File: src/rtl/sdspi_bench_reader.sv
// Benchmark sequencer for the SD/SPI host: reads n_blocks blocks, one byte request at a time,
// and keeps a running modulo-2^32 sum of every byte read so the run can be checked.
module sdspi_bench_reader #(
    parameter logic [31:0] BASE_ADDR   = 32'h0000_0000,
    parameter int          BLOCK_BYTES = 512
) (
    input  logic        clk,
    input  logic        rst,
    input  logic        start,
    input  logic [31:0] n_blocks,
    input  logic [4:0]  sclk_speed,
    input  logic        cmd18,
    output logic        finish,
    output logic        error,
    output logic [31:0] checksum,
    output logic [4:0]  host_sclk_speed,
    output logic [31:0] block_addr,
    output logic        r_block,
    output logic        r_multi_block,
    output logic        r_byte,
    input  logic        busy,
    input  logic        err,
    input  logic [7:0]  data_out
);

    localparam logic [31:0] BLOCK_LEN = 32'(BLOCK_BYTES);

    typedef enum logic [3:0] {
        IDLE, LOAD, REQ_BLK, WAIT_BLK, REQ_BYTE, WAIT_BYTE, NEXT_BLK, STOP, DONE, ERROR
    } state_t;

    state_t      state;
    logic [31:0] blk_target;
    logic [31:0] blk_cnt;
    logic [31:0] byte_cnt;
    logic        multi;
    logic        active;

    assign active = (state != IDLE) && (state != DONE) && (state != ERROR);

    always_ff @(posedge clk) begin
        if (rst) begin
            state           <= IDLE;
            blk_target      <= '0;
            blk_cnt         <= '0;
            byte_cnt        <= '0;
            multi           <= 1'b0;
            finish          <= 1'b0;
            error           <= 1'b0;
            checksum        <= '0;
            host_sclk_speed <= '0;
            block_addr      <= '0;
            r_block         <= 1'b0;
            r_multi_block   <= 1'b0;
            r_byte          <= 1'b0;
        end else if (!start && state != IDLE) begin
            // Losing start abandons the run from any state, including DONE and ERROR.
            state         <= IDLE;
            blk_cnt       <= '0;
            byte_cnt      <= '0;
            finish        <= 1'b0;
            error         <= 1'b0;
            checksum      <= '0;
            block_addr    <= '0;
            r_block       <= 1'b0;
            r_multi_block <= 1'b0;
            r_byte        <= 1'b0;
        end else if (active && err) begin
            state         <= ERROR;
            finish        <= 1'b1;
            error         <= 1'b1;
            r_block       <= 1'b0;
            r_multi_block <= 1'b0;
            r_byte        <= 1'b0;
        end else begin
            case (state)
                IDLE: begin
                    if (start) state <= LOAD;
                end
                LOAD: begin
                    blk_target      <= n_blocks;
                    multi           <= cmd18;
                    host_sclk_speed <= sclk_speed;
                    checksum        <= '0;
                    blk_cnt         <= '0;
                    byte_cnt        <= '0;
                    block_addr      <= BASE_ADDR;
                    if (n_blocks == 32'd0) begin
                        state  <= DONE;
                        finish <= 1'b1;
                    end else begin
                        state         <= REQ_BLK;
                        r_block       <= !cmd18;
                        r_multi_block <= cmd18;
                    end
                end
                REQ_BLK: begin
                    if (busy) state <= WAIT_BLK;
                end
                WAIT_BLK: begin
                    if (!busy) begin
                        state  <= REQ_BYTE;
                        r_byte <= 1'b1;
                    end
                end
                REQ_BYTE: begin
                    if (busy) begin
                        state  <= WAIT_BYTE;
                        r_byte <= 1'b0;
                    end
                end
                WAIT_BYTE: begin
                    if (!busy) begin
                        checksum <= checksum + {24'd0, data_out};
                        byte_cnt <= byte_cnt + 32'd1;
                        if (byte_cnt + 32'd1 < BLOCK_LEN) begin
                            state  <= REQ_BYTE;
                            r_byte <= 1'b1;
                        end else begin
                            state   <= NEXT_BLK;
                            r_block <= 1'b0;
                        end
                    end
                end
                NEXT_BLK: begin
                    // Single-block reads must let the host finish CMD17 before the next request.
                    if (multi || !busy) begin
                        blk_cnt  <= blk_cnt + 32'd1;
                        byte_cnt <= '0;
                        if (blk_cnt + 32'd1 == blk_target) begin
                            if (multi) begin
                                state         <= STOP;
                                r_multi_block <= 1'b0;
                            end else begin
                                state  <= DONE;
                                finish <= 1'b1;
                            end
                        end else begin
                            state      <= REQ_BLK;
                            block_addr <= multi ? BASE_ADDR : BASE_ADDR + blk_cnt + 32'd1;
                            r_block    <= !multi;
                        end
                    end
                end
                STOP: begin
                    if (!busy) begin
                        state  <= DONE;
                        finish <= 1'b1;
                    end
                end
                DONE, ERROR: begin
                    state <= state;
                end
                default: state <= IDLE;
            endcase
        end
    end

endmodule

File: config.mk
export PLATFORM = sky130hd
export DESIGN_NAME = sdspi_bench_reader
export DESIGN_NICKNAME = d
export VERILOG_FILES = /design/src/rtl/sdspi_bench_reader.sv
export SDC_FILE = /design/constraint.sdc
export NUM_CORES = 1
export LEC_CHECK = 0
export CAP_MARGIN = 20
export CORE_MARGIN = 4
export CORE_UTILIZATION = 60
export CTS_CLUSTER_SIZE = 25
export DETAILED_ROUTE_END_ITERATION = 7
export DONT_BUFFER_PORTS = 1
export PLACE_DENSITY = 0.76
export SYNTH_ARGS = -nofsm -noshare
export SYNTH_HDL_FRONTEND = slang
export SYNTH_SLANG_ARGS = --single-unit
File: constraint.sdc
create_clock -name clk -period 4.19 [get_ports clk]
set_input_delay 0.419 -clock clk [delete_from_list [all_inputs] [get_ports clk]]
set_output_delay 0.419 -clock clk [all_outputs]
set_load 0.02 [all_outputs]
* After elaboration in Yosys (flattened, before gate mapping)
Index checks and enable logic that the tools add are counted.
** Word-level totals
- Register bits after elaboration :: 175
- Bits in latches :: 0
- Memory bits (writable) :: 0
- Memory bits (read-only) :: 0
- Input port bits :: 51
- Memories kept :: 0
** Operators by class
- $add $sub $neg :: 3
- Multiply operators :: 0
- Divide/modulo/power cells :: 0
- Order comparisons :: 1
- Equal/unequal tests :: 36
- Shifts and indexed selects :: 0
- Muxes and demuxes :: 46
- Bitwise gates (word level) :: 3
- Reduce and logical (&&, ||, !) cells :: 31
** Operators by type and width (count)
- 32-bit two-way mux :: 7
- 32-bit case mux with 2 select lines :: 3
- 32-bit case mux with 3 select lines :: 1
- 32-bit by 1-bit adder with 32-bit output, second input constant :: 2
- 4-bit two-way mux :: 11
- 4-bit case mux with 9 select lines :: 1
- 32-bit by 8-bit adder with 32-bit output :: 1
- 32-bit == test :: 1
- 32-bit zero test :: 1
- 32-bit by 10-bit less-than comparator with 1-bit output, second input constant :: 1
- 3-bit != test, second input constant :: 10
- 2-bit != test, second input constant :: 14
- 1-bit two-way mux :: 18
- 4-bit by 3-bit == test with 1-bit output, second input constant :: 4
- 8-bit AND reduction :: 2
- 6-bit AND reduction :: 2
- 5-bit AND reduction :: 2
- 1-bit case mux with 3 select lines :: 3
- 3-bit AND reduction :: 3
- 4-bit by 2-bit == test with 1-bit output, second input constant :: 2
- 4-bit == test, second input constant :: 2
- 4-bit != test, second input constant :: 2
- 4-bit AND reduction :: 2
- 4-bit nonzero test :: 2
- other kinds (12) :: 23

* Logic depth before layout (Yosys ltp)
Gate-level depths: netlist (run 1).
- Depth after elaboration :: 6
- Gate-level depth with buffers :: 13

* Worst setup path before layout (run 1)
No wires, ideal clock.
- Path kind :: reg-to-reg
- From :: register blk_cnt[0]
- To :: register state[3]
- Arrival :: 3.210 ns
- Data required time :: 4.119 ns
- Setup slack :: 0.909 ns
- Stages on the path, launching flop included :: 11
- Clock period less this slack :: 3.281 ns
- Cell sequence :: dfxtp_1 -> ha_1 -> nand3_2 -> nor4_1 -> mux2_2 -> a2111oi_0 -> nand4_1 -> nor4_4 -> nand3_1 -> a2111oi_2 -> o21bai_1
** On the way
- Cells in the longest elaborated chain, start to end :: 6
** Ends and longest elaborated chain
- start: declaration :: RTL line 34 : logic [31:0] blk_cnt;
- start signal: assignment :: RTL line 128 : blk_cnt <= blk_cnt + 32'd1;
- 32-bit by 1-bit adder with 32-bit output :: RTL line 130 : if (blk_cnt + 32'd1 == blk_target) begin
- 32-bit == test :: RTL line 130
- 4-bit two-way mux :: RTL line 130
- 4-bit two-way mux :: RTL line 127 : if (multi || !busy) begin
- 4-bit case mux with 9 select lines :: RTL line 76 : case (state)
- 4-bit two-way mux :: RTL line 68 : end else if (active && err) begin
- end signal: assignment :: RTL line 152 : state <= state;
- end: declaration :: RTL line 32 : state_t state;
No other way between the ends. The select of a mux whose other input is x is not followed.
A chain may end at the register's enable or synchronous reset.

* Worst setup path in the final report (run 1)
- From :: register blk_cnt[1]
- To :: register block_addr[15]
** On the way
- Cells in the longest elaborated chain, start to end :: 5
** Ends and longest elaborated chain
- 32-bit by 1-bit adder with 32-bit output (*) :: RTL line 130, 140
- parallel branches: the longest is 4 deep, another holds 32-bit == test
- end signal: assignment :: RTL line 140 : block_addr <= multi ? BASE_ADDR : BASE_ADDR + blk_cnt + 32'd1;
- end: declaration :: RTL line 17 : output logic [31:0] block_addr,
Every way passes the cells marked *. The select of a mux whose other input is x is not followed.

==> parameters.txt, run 1 <==
Parameter                              Value

Cells and area
  Antenna Diode Count    0
  Most frequent standard cell in the layout excluding fill and tap cells    sky130_fd_sc_hd__nand2_1
  Number of nets in the layout    1374
  Fraction of final layout cells sized beyond drive strength 1    7.477%
  Leading cell types in the layout, fill and taps excluded    sky130_fd_sc_hd__nand2_1, sky130_fd_sc_hd__dfxtp_1, sky130_fd_sc_hd__a21oi_1, sky130_fd_sc_hd__nor2_1, sky130_fd_sc_hd__o21ai_0
  Summed area of non-filler cells in the final layout    0.01114 mm²
  Area added between synthesis and finish    6.139%

Critical path
  Type of the worst setup path    register to register
  Worst reg2reg setup slack    510 ps
  Crit path launch type    register
  Required time at the worst-slack endpoint    4540 ps
  Signal arrival time at the worst endpoint    4030 ps
  Worst Path Max Fanout    32
  Crit. End Element    register

Logic synthesis
  Syn Nets    1430
  Number of library cell types mapped by synthesis    80
  Flip-flop cell with the highest count after synthesis    sky130_fd_sc_hd__dfxtp_1
  Number of flops mapped to enable cells by yosys    0
  Post-Synthesis Mean Instance Area    7.672 µm²
  Netlist area before placement    0.01050 mm²
  Cell count after synthesis    1368
  Synth Warn #    0
  Part of the Yosys area used for sequential elements    33.38%
  Seq cells post-synth    175
  Share of flip-flops with an asynchronous set or reset    0%

Floorplan
  Area enclosed by the die boundary    0.01967 mm²
  Chip width    140.3 µm
  Y dimension of the die    140.3 µm
  I/O Pins    125
  Starting utilization of the core area    60.89%
  Area of the placeable core    0.01724 mm²
  Placement Rows    48

Power
  Gate power share    19.3%
  Power share of the sequential group    42.5%
  Leakage dissipation    3.953 nW
  Clock power frac    38.2%
  Pint    0.002935 W
  Maximum vdd drop    0.0003387 V
  Switch share    31.84%
  Power dissipated by switching net loads    0.001371 W
  Total power per unit cell area    386.6 mW/mm²

Global route
  Number of global-route vias before repair    8808
  Initial antenna violation count    0
  Global route overflow    0
  Pin count of the biggest net entering global routing    69
  First-pass GRT wire length    47220 µm
  Gr usage total    28.99%

Flow run
  Number of max-cap violations    0

STA
  Maximum frequency from static timing analysis    271.8 MHz
  Transition time at the pin with the least slew margin    942.2 ps
  Share of the cycle needed by the critical path after routing    87.81%
  Final number of hold-violating endpoints    0
  Unrepaired setup endpoints after global routing    no
  Final Hold Slack    48.55 ps
  Fin crit period    3679 ps
  Count of final max-slew check failures    0
  Worst clock skew    13.82 ps
  Setup-violating endpoint count in the final report    0
  Setup tns final    0 ps
  Max-slew headroom at the worst pin    37.19%

Route
  Post-route ant nets    0
  Vias after detailed routing    9805
  Drt drc    0
  Drt initial violations    1158
  Average wire per cell in the routed design    18.60 µm
  Vias per cell    6.330
  DRT Pass-1 Iters    6
  Final Routed Wirelength    28810 µm

Placement
  Final HPWL DP    20630 µm
  Number of I/O port buffers    0
  Placed cell area    0.01053 mm²
  Weighted congestion reported at the end of routability-driven placement    1.036

Clocking
  Buffer depth of the longest clock path    2
  Number of sinks on the clock net    175
  Number of CTS-inserted buffers    17
  Count of hold buffers inserted by post-cts repair    0
  Latest clock arrival within the worst-skew pair    430 ps
  Post-CTS setup buffer count    0
  CTS tree    built
  Clock-pin slew on the worst setup and hold paths    70 ps
  Root buffer cell    sky130_fd_sc_hd__clkbuf_16
  H-tree levels    4
  Total of cells resized after clock tree synthesis    0

Min path
  Worst hold-check path type    input pin to register

Run status
  Outcome    finished, final reports clean
flip-flops by register name, indices dropped and copies added, names as in the netlist:
name and cells:
checksum 32, host_sclk_speed 5, error 1, blk_cnt 32, r_multi_block 1, r_byte 1
r_block 1, finish 1, byte_cnt 32, block_addr 32, state 4, multi 1
blk_target 32
through the flow:
step	utilization [%]	instances	setup slack, ps	power, W
floorplan	-	1368	909.3	0.002497
global placement	61.11	1518	662.8	0.002682
detailed placement	61.11	1518	584.5	0.002682
CTS	64.63	1549	563.9	0.004323
global route	64.63	1549	269.0	0.004504
finish	64.63	1549	510.6	0.004306
power groups by stage:
stage                     sequential [W]  clock (W)  combinational (W)
after global routing             0.00184    0.00175           0.000918
after CTS                        0.00183    0.00168           0.000821
final                            0.00183    0.00165           0.000830
after global placement           0.00186          0           0.000819
after floorplan                  0.00181          0           0.000683
after detailed placement         0.00186          0           0.000818
worst max-delay path, cell delays in order (launching register included):
cell	delay, ps
sky130_fd_sc_hd__dfxtp_1	430
sky130_fd_sc_hd__ha_1	300
sky130_fd_sc_hd__and3_1	260
sky130_fd_sc_hd__nand3_4	250
sky130_fd_sc_hd__nor3_1	590
sky130_fd_sc_hd__xnor3_1	240
sky130_fd_sc_hd__nand4_1	140
sky130_fd_sc_hd__nor3_1	510
sky130_fd_sc_hd__nand3_1	250
sky130_fd_sc_hd__nand2_2	140
sky130_fd_sc_hd__buf_12	240
sky130_fd_sc_hd__mux2i_1	230
area by class of cell:
| class | count | area (µm²) |
|---|---|---|
| clock buffer | 18 | 429.2 |
| clock inverter | 13 | 176.4 |
| fill | 1504 | 6097 |
| inverter | 22 | 82.58 |
| multi-input combinational | 1069 | 6451 |
| sequential | 175 | 3503 |
| tap | 225 | 281.5 |
| timing repair buffer | 27 | 215.2 |
kinds of logic (layout without fill, tap and decap cells):
logic type / count (synthesis) / after routing / share of synthesized area, %
multiplexers: 41 / 41 / 3.958
flip-flops: 175 / 175 / 33.38
adder cells (fa/ha/maj): 11 / 11 / 1.383
AO/OA/AOI/OAI: 284 / 284 / 16.13
buffers and inverters: 124 / 80 / 5.222
XOR/XNOR: 87 / 87 / 7.523
AND/OR/NAND/NOR: 646 / 646 / 32.40
cell usage after synthesis, drive strengths merged (17+ instances only):
library cell  number  area [µm²]
inv               22       82.58
buf               31       198.9
nor3              34       201.5
and2              17       106.4
nand3             48       275.3
mux2i             37       370.4
or3               19       118.9
o21ai             78       390.4
xnor2             48       420.4
nor4              44       339.1
a21oi            123       615.6
and3              26       162.7
xor2              37       324.1
nand4             42       305.3
clkbuf            71       266.5
nor2             124       470.5
nand2            206       775.8
dfxtp            175        3503
layer usage:
metal  vias to the layer above  track usage [%]  part of all wire (%)
met5                         -                0                     0
met4                         0            7.751                   1.5
met3                        36            8.262                    10
met2                       439            39.49                    41
met1                      4570            44.47                    47
li1                       4760                -                     -
final timing paths:
| kind | to | from | depth (start not counted) |
|---|---|---|---|
| worst max-delay path | block_addr[15] | blk_cnt[1] | 11 |
| worst min-delay path | blk_target[9] | rst | 1 |
| worst max register to register | block_addr[15] | blk_cnt[1] | 11 |
| worst min register to register | blk_target[30] | blk_target[30] | 2 |
Power figures use the tool's default switching activity.
==> run 2: changes to the inputs <==
CAP_MARGIN = default   (was 20)
==> results of run 2 <==
No change in the layout: final DEF, timing and power equal those of run 1.
